**src/rtl/hc165_pkg.sv**
```systemverilog
// rtl/hc165_pkg.sv - shared states and phase constants for the 74HC165 chain reader
//
// Contents:
//   state_t      frame FSM states IDLE / ARMED / LOAD / SHIFT
//   PHASES       clk cycles per sclk period
//   PH_W         width of the phase counter
//   SAMPLE_PH    phase on which s_in is captured (sclk low and stable)
//   SCLK_HI_PH   one-hot-per-phase mask of phases with sclk high (phases 1 and 2)
//   BOUNDARY_PH  phase on which FSM state changes are allowed
package hc165_pkg;

    typedef enum logic [1:0] {
        IDLE  = 2'd0,
        ARMED = 2'd1,
        LOAD  = 2'd2,
        SHIFT = 2'd3
    } state_t;

    localparam int PHASES = 4;
    localparam int PH_W   = $clog2(PHASES);

    localparam logic [PH_W-1:0]   SAMPLE_PH   = 2'd0;
    localparam logic [PHASES-1:0] SCLK_HI_PH  = 4'b0110;
    localparam logic [PH_W-1:0]   BOUNDARY_PH = 2'd3;

endpackage

```
**src/rtl/hc165_clk_div.sv**
```systemverilog
// rtl/hc165_clk_div.sv - free-running phase counter with sclk/boundary/sample strobes
//
// Ports:
//   clk       in   system clock
//   rst_n     in   async active-low reset
//   boundary  out  high while phase = BOUNDARY_PH (last clk of a period)
//   sample    out  high while phase = SAMPLE_PH
//   sclk_hi   out  registered, high while phase is 1 or 2
module hc165_clk_div
    import hc165_pkg::*;
(
    input  logic clk,
    input  logic rst_n,
    output logic boundary,
    output logic sample,
    output logic sclk_hi
);

    logic [PH_W-1:0] phase;
    logic [PH_W-1:0] phase_nxt;

    assign phase_nxt = phase + 2'd1;

    // sclk_hi is decoded from the next phase and registered so the pin
    // never sees a decode glitch on the 01->10 counter transition.
    always_ff @(posedge clk or negedge rst_n) begin
        if (!rst_n) begin
            phase   <= '0;
            sclk_hi <= 1'b0;
        end else begin
            phase   <= phase_nxt;
            sclk_hi <= SCLK_HI_PH[phase_nxt];
        end
    end

    assign boundary = (phase == BOUNDARY_PH);
    assign sample   = (phase == SAMPLE_PH);

endmodule

```
**src/rtl/hc165_reader.sv**
```systemverilog
// rtl/hc165_reader.sv - frame reader for a chain of 74HC165 parallel-in/serial-out registers
//
// Ports:
//   clk     in   system clock (50 MHz)
//   rst_n   in   async active-low reset
//   start   in   level-sampled frame request, ignored while busy
//   s_in    in   serial data from Q7 of the last device
//   sclk    out  shift clock, clk/4 while shifting
//   pl_n    out  parallel load, low for one period per frame
//   p_data  out  last completed frame, first received bit at the MSB
//   valid   out  one-clk pulse when p_data updates
//   busy    out  high while a frame is in progress
module hc165_reader
    import hc165_pkg::*;
#(
    parameter int WIDTH = 16
) (
    input  logic             clk,
    input  logic             rst_n,
    input  logic             start,
    input  logic             s_in,
    output logic             sclk,
    output logic             pl_n,
    output logic [WIDTH-1:0] p_data,
    output logic             valid,
    output logic             busy
);

    localparam int CW = $clog2(WIDTH) + 1;

    state_t           state;
    state_t           state_nxt;
    logic             boundary;
    logic             sample;
    logic             sclk_hi;
    logic [CW-1:0]    bit_cnt;
    logic [WIDTH-1:0] shift_reg;
    logic             last_bit;

    hc165_clk_div u_clk_div (
        .clk      (clk),
        .rst_n    (rst_n),
        .boundary (boundary),
        .sample   (sample),
        .sclk_hi  (sclk_hi)
    );

    assign last_bit = (bit_cnt == CW'(WIDTH - 1));

    always_ff @(posedge clk or negedge rst_n) begin
        if (!rst_n) begin
            state <= IDLE;
        end else begin
            state <= state_nxt;
        end
    end

    always_comb begin
        state_nxt = state;
        case (state)
            IDLE:  if (start)                state_nxt = ARMED;
            ARMED: if (boundary)             state_nxt = LOAD;
            LOAD:  if (boundary)             state_nxt = SHIFT;
            SHIFT: if (boundary && last_bit) state_nxt = IDLE;
            default:                         state_nxt = IDLE;
        endcase
    end

    // State only changes on a boundary, where sclk_hi is already low,
    // so gating it with the state decode cannot glitch the pin.
    assign sclk = (state == SHIFT) && sclk_hi;
    assign pl_n = (state != LOAD);
    assign busy = (state != IDLE);

    // One bit is captured early in each SHIFT period (before that period's
    // sclk rise); the period count advances on the closing boundary.
    always_ff @(posedge clk or negedge rst_n) begin
        if (!rst_n) begin
            bit_cnt   <= '0;
            shift_reg <= '0;
            p_data    <= '0;
            valid     <= 1'b0;
        end else begin
            valid <= 1'b0;
            case (state)
                LOAD: begin
                    bit_cnt <= '0;
                end
                SHIFT: begin
                    if (sample) begin
                        shift_reg <= {shift_reg[WIDTH-2:0], s_in};
                    end
                    if (boundary) begin
                        if (last_bit) begin
                            p_data <= shift_reg;
                            valid  <= 1'b1;
                        end else begin
                            bit_cnt <= bit_cnt + CW'(1);
                        end
                    end
                end
                default: ;
            endcase
        end
    end

endmodule

```
**config.mk**
```make
export PLATFORM = sky130hd
export DESIGN_NAME = hc165_reader
export DESIGN_NICKNAME = d
export VERILOG_FILES = /design/src/rtl/hc165_pkg.sv /design/src/rtl/hc165_clk_div.sv /design/src/rtl/hc165_reader.sv
export SDC_FILE = /design/constraint.sdc
export NUM_CORES = 1
export LEC_CHECK = 0
export CORE_MARGIN = 5
export CORE_UTILIZATION = 54
export CTS_CLUSTER_SIZE = 30
export DETAILED_ROUTE_END_ITERATION = 10
export HOLD_SLACK_MARGIN = 0.02
export PLACE_DENSITY = 0.78
export SLEW_MARGIN = 20
export SYNTH_ARGS = -nofsm -noshare
export SYNTH_HDL_FRONTEND = slang
export SYNTH_HIERARCHICAL = 1
export SYNTH_SLANG_ARGS = --single-unit
```
**constraint.sdc**
```tcl
create_clock -name clk -period 2.25 [get_ports clk]
set_clock_uncertainty 0.1 [all_clocks]
set_input_delay 0.45 -clock clk [delete_from_list [all_inputs] [get_ports clk]]
set_output_delay 0.45 -clock clk [all_outputs]
set_load 0.02 [all_outputs]
```
After elaboration in Yosys (flattened, before gate mapping)
Index checks and enable logic that the tools add are counted.
Operators by class
  reduce and logical (&&, ||, !) cells: 10
  add/subtract/negate cells: 2
  equality and inequality tests: 12
  mux-type cells: 13
  $lt $le $gt $ge: 1
Operator list (count)
  $ne A2 B2 Y1 const B: 7
  $mux W5: 2
  $pmux W5 S2: 1
  $mux W2: 4
  $pmux W2 S4: 1
  $eq A2 B2 Y1 const B: 3
  $reduce_and A3 Y1: 2
  $add A5 B1 Y5 const B: 1
  $eq A5 B4 Y1 const B: 1
  $logic_not A2 Y1: 2
  $mux W1: 4
  $reduce_and A4 Y1: 1
  $reduce_bool A2 Y1: 2
  $lt A2 B3 Y1 const B: 1
  $add A2 B1 Y2 const B: 1
  $bmux W1 S2: 1
  $eq A2 B1 Y1 const B: 1
  $logic_and A1 B1 Y1: 2
  $reduce_and A2 Y1: 1
Word-level totals
  output and inout port bits: 20
  register bits after elaboration: 43
  logic and storage cells: 45
  bits of input ports: 4

Depth between registers and ports, before layout
  depth after elaboration: 4
  gate-level depth with buffers: 6
  depth with buffers taken out: 6

Cells and area by module
The synthesis kept the hierarchy.
By module, submodules not included
  hc165_reader: cells each 123, area an instance 1736.7 um2, seq. area each 1001.0 um2, instances 1
  hc165_clk_div: cells each 8, area an instance 116.4 um2, seq. area each 75.1 um2, instances 1

Least setup slack after synthesis
Ideal clock, no wire load.
  kind: flip-flop to flip-flop
  from: register bit_cnt[0]
  to: register bit_cnt[3]
  arrival: 1.739 ns
  required time: 2.019 ns
  library setup time: 0.131 ns
  stages on the path, launching flop included: 7
  period minus slack after synthesis: 1.970 ns
  path slack: 0.280 ns
  path through: dfrtp_1 -> ha_1 -> and3_1 -> ha_1 -> nand2b_2 -> a31o_1 -> or3b_1
Between the ends
  cells in the longest elaborated chain, start to end: 4
  elaborated cells on any way between the ends: 7
  classes of those cells: add/sub: 1; eq/ne: 2; mux: 3; reduce/logical: 1
Ends and longest elaborated chain
  start: declaration: RTL line hc165_reader.sv:36  | logic [CW-1:0] bit_cnt;
  start signal: assignment: RTL line hc165_reader.sv:98  | bit_cnt <= bit_cnt + CW'(1);
  $add A5 B1 Y5: RTL line hc165_reader.sv:98
  $mux W5: RTL line hc165_reader.sv:94  | if (last_bit) begin
  $mux W5: RTL line hc165_reader.sv:93  | if (boundary) begin
  $pmux W5 S2: RTL line hc165_reader.sv:85  | case (state)
Several ways; a longest one is shown, not always the timed one. The select of a mux whose other input is x is not followed.
A chain may end at the register's enable or synchronous reset.

Worst setup path in the final report
Same ends and word-level chain as after synthesis.

==> impl_results.rst <==
.. list-table::
   :header-rows: 1

   * - Metric
     - Value
   * - Kind of cell with the highest combined delay on the critical path
     - simple AND/OR/NAND/NOR gates
   * - Pre-CTS setup slack
     - 0.1624 ns
   * - Nets in the synthesized netlist
     - roughly 140
   * - Number of routed nets with antenna violations
     - 0
   * - RSZ-0062 raised after global routing
     - false
   * - Number of cells in the finished layout apart from fillers
     - about 210
   * - Antenna diode instance count
     - 0
   * - Crit path required time
     - 2.39 ns
   * - Post-synthesis async set-or-reset flop share
     - 1.000
   * - CTS tree
     - done
   * - Area growth from synthesis to layout
     - 19.72%
   * - Final hold violation count
     - 0
   * - Total global-route track usage
     - 0.1454
   * - Maximum number of pins on one net before global-route repair
     - 44
   * - Library cell used as clock root buffer
     - sky130_fd_sc_hd__clkbuf_4
   * - Max Fanout on Critical Path
     - 6
   * - Starting density of the core
     - 0.5553
   * - Fin nets
     - about 170
   * - Vias in the first global route
     - about 1100
   * - Number of buffers inserted during clock tree synthesis
     - 5
   * - Length of the first detailed-routing pass in iterations
     - 2
   * - Type of the tightest min-delay check
     - input port to asynchronous set/reset pin
   * - Flip-flop and latch count after synthesis
     - 43
   * - Total number of vias
     - 1069
   * - Fraction of final layout cells sized beyond drive strength 1
     - 0.2484
   * - Kind of end point of the critical path
     - flip-flop
   * - DR WL/cell
     - 14.13 um
   * - Leakage power
     - 0.001061 uW
   * - I/O Buffers
     - 23
   * - Max-Cap Viols
     - 0
   * - Critical path class
     - flip-flop to flip-flop
   * - Sum Neg Setup Slack
     - 0 ns
   * - Drt total wl
     - 2.924 mm
   * - Clk Latency, worst-skew pair
     - around 0.35 ns
   * - Estimated wirelength of the detail-placed design
     - 2.035 mm
   * - Wire length of the first global-routing pass
     - 4.954 mm
   * - Startpoint of the lowest-slack register-to-register path
     - bit_cnt[0]$_DFFE_PN0P_
   * - Count of unresolved DRC violations after routing
     - 0
   * - Tot Pwr
     - 1308 uW
   * - Arrival time of data at the critical path endpoint
     - 2.24 ns
   * - H-Tree Depth
     - 2
   * - Post-synthesis cell area
     - 1853 um2
   * - Top cells by area, synth
     - sky130_fd_sc_hd__dfrtp_1 (58%), sky130_fd_sc_hd__mux2_2 (14%), sky130_fd_sc_hd__ha_1 (6.1%)
   * - Area of the die
     - between 4000 and 5000 um2
   * - Core area
     - 3337 um2
   * - Congestion Overflow GR
     - 0
   * - Element type at the critical path start
     - flip-flop
   * - Seq/Total Area, Yosys
     - 0.5807
   * - Cell Chain, Critical Path
     - ha_1, and3_1, ha_1, nand2b_2, a31o_1, or3b_1
   * - Achievable frequency
     - ~480 MHz
   * - Critical Path Source
     - bit_cnt[0]$_DFFE_PN0P_
   * - Number of synthesized flops with an enable pin
     - 0
   * - Count of boundary I/O pins
     - 24
   * - RD Place Congestion
     - 0.7690
   * - Buffers and inverters on the worst path
     - 0
   * - Minimum clock period
     - 2.102 ns
   * - Clock input transition at the sequential cells of the worst setup and hold paths
     - 0.12 ns
   * - Share of the core filled with cells in the final layout
     - 0.6648
   * - Via density
     - between 5 and 6
   * - Worst-path cell with the longest stage delay
     - sky130_fd_sc_hd__dfrtp_1
   * - Library cell appearing most often on the critical path
     - sky130_fd_sc_hd__ha_1
   * - Final number of setup-violating endpoints
     - 0
   * - Detailed Route Iter0 Violations
     - 77
   * - Number of distinct library cells after synthesis
     - 30
   * - Cell taking the most area after synthesis
     - sky130_fd_sc_hd__dfrtp_1
   * - IR Drop Worst-Case VDD
     - 464.0 uV
   * - Synthesized netlist cell count
     - 131
   * - Clock tree sinks
     - 43
   * - Number of buffers inserted for hold repair after clock tree synthesis
     - 0
   * - Syn. warnings
     - 6
   * - Final Max Tran Viols
     - 0
   * - Smallest setup slack after layout
     - 0.1478 ns
   * - Slew HR
     - 0.6477
   * - Clock Tree Buf Depth
     - 2
   * - Placed cells
     - around 200
   * - Number of inserted filler cells in the final layout
     - between 200 and 300
   * - Die H
     - 68.58 um
   * - Avg Synthesized Cell Area
     - 14.15 um2
   * - Outcome
     - completed
   * - Slowest stage delay, CP
     - ~0.43 ns
   * - PD cells
     - 589.5 nW/um2
   * - Measured slew at the worst slew-check pin
     - about 0.53 ns
   * - Share of the synthesized area in the top cell type
     - 0.5807
   * - Width of the die
     - 68.58 um
   * - Antenna violations before repair
     - 0
   * - Most used flip-flop cell after synthesis
     - sky130_fd_sc_hd__dfrtp_1
   * - Site Rows
     - 21
   * - Final clock period utilization by the worst path
     - 0.9343
## final timing paths
kind	end	slack [ns]	depth (start not counted)
max	bit_cnt[3]$_DFFE_PN0P_	0.15	6
min	bit_cnt[3]$_DFFE_PN0P_	0.04	2
max reg2reg	bit_cnt[3]$_DFFE_PN0P_	0.15	6
min reg2reg	p_data[15]$_DFFE_PN0P_	0.40	1
max in group asynchronous	p_data[12]$_DFFE_PN0P_	1.64	2
min in group clk	p_data[15]$_DFFE_PN0P_	0.40	1
## metal layers
| metal | track usage | wire length (um) | part of all wire | up-vias |
|---|---|---|---|---|
| li1 | - | - | - | 520 |
| met1 | 0.1835 | 1314 | 0.45 | 525 |
| met2 | 0.2265 | 1442 | 0.49 | 18 |
| met3 | 0.05186 | 122 | 0.042 | 6 |
| met4 | 0.05955 | 44 | 0.015 | 0 |
| met5 | 0 | 0 | 0 | - |
## area by class of cell
cell class              count  area (um2)  share of cell area
clock inverters             3       43.79             0.01974
flip-flops and latches     43        1076              0.4851
clock buffers               5       37.54             0.01692
multi-input cells          75       725.7              0.3271
inverters                   9       33.78             0.01523
repair buffers             26       244.0              0.1100
well taps                  46       57.56             0.02594
## cell usage in the layout, fill, tap and decap left out, types with 2 or more instances in the layout
| cell type | n |
|---|---|
| sky130_fd_sc_hd__nand2_1 | 4 |
| sky130_fd_sc_hd__inv_1 | 9 |
| sky130_fd_sc_hd__clkdlybuf4s50_1 | 19 |
| sky130_fd_sc_hd__nand3_1 | 4 |
| sky130_fd_sc_hd__ha_1 | 8 |
| sky130_fd_sc_hd__clkbuf_4 | 5 |
| sky130_fd_sc_hd__mux2i_1 | 2 |
| sky130_fd_sc_hd__mux2_1 | 10 |
| sky130_fd_sc_hd__dfrtp_1 | 43 |
| sky130_fd_sc_hd__dlygate4sd2_1 | 3 |
| sky130_fd_sc_hd__o21ai_0 | 2 |
| sky130_fd_sc_hd__mux2_2 | 23 |
| sky130_fd_sc_hd__nand3b_1 | 2 |
| sky130_fd_sc_hd__buf_4 | 3 |
## where the power goes
group / total, uW / switching [uW] / internal [uW]
sequential: 791 / 7.29 / 784
clock: 487 / 253 / 234
combinational: 29.8 / 17.1 / 12.7
## stage by stage
step           instance area [um2]  hold slack [ns]
2_1_floorplan                 1853          0.05441
3_3_place_gp                  2138           0.3649
3_5_place_dp                  2138           0.3736
4_1_cts                       2216          0.05700
5_1_grt                       2218          0.07042
6_report                      2218          0.04095
## what timing repair did
item                                   in CTS  in global routing
endpoints found under the hold margin       0                  0
setup buffers                               0                  0
pin swaps                                   0                  0
setup endpoints to repair                   3                  1
gates cloned                                0                  0
gates resized for setup                     3                  1
## cells by family (layout without fill, tap and decap cells)
| family | count (synthesis) | after routing | share of synthesized area |
|---|---|---|---|
| muxes | 35 | 35 | 0.2113 |
| buffers and inverters | 13 | 43 | 0.02903 |
| AOI/OAI and AO/OA | 8 | 8 | 0.03511 |
| and+or+nand+nor | 22 | 22 | 0.07834 |
| adders and majority gates | 9 | 9 | 0.06077 |
| xor gates and xnor gates | 1 | 1 | 0.004727 |
| DFF | 43 | 43 | 0.5807 |
## Yosys cell counts, types with 2 or more instances
library cell	count
sky130_fd_sc_hd__nand3_1	4
sky130_fd_sc_hd__nand3b_1	2
sky130_fd_sc_hd__ha_1	9
sky130_fd_sc_hd__dfrtp_1	43
sky130_fd_sc_hd__nand2_1	4
sky130_fd_sc_hd__mux2i_1	2
sky130_fd_sc_hd__inv_1	9
sky130_fd_sc_hd__buf_2	4
sky130_fd_sc_hd__mux2_2	23
sky130_fd_sc_hd__o21ai_0	2
sky130_fd_sc_hd__mux2_1	10
## worst register-to-register path, stage by stage, from the launching register on
cell and delay, ns:
sky130_fd_sc_hd__dfrtp_1 0.43, sky130_fd_sc_hd__ha_1 0.23, sky130_fd_sc_hd__and3_1 0.15, sky130_fd_sc_hd__ha_1 0.26
sky130_fd_sc_hd__nand2b_2 0.24, sky130_fd_sc_hd__a31o_1 0.23, sky130_fd_sc_hd__or3b_1 0.37
No activity file was read; power rests on OpenSTA's default activity.
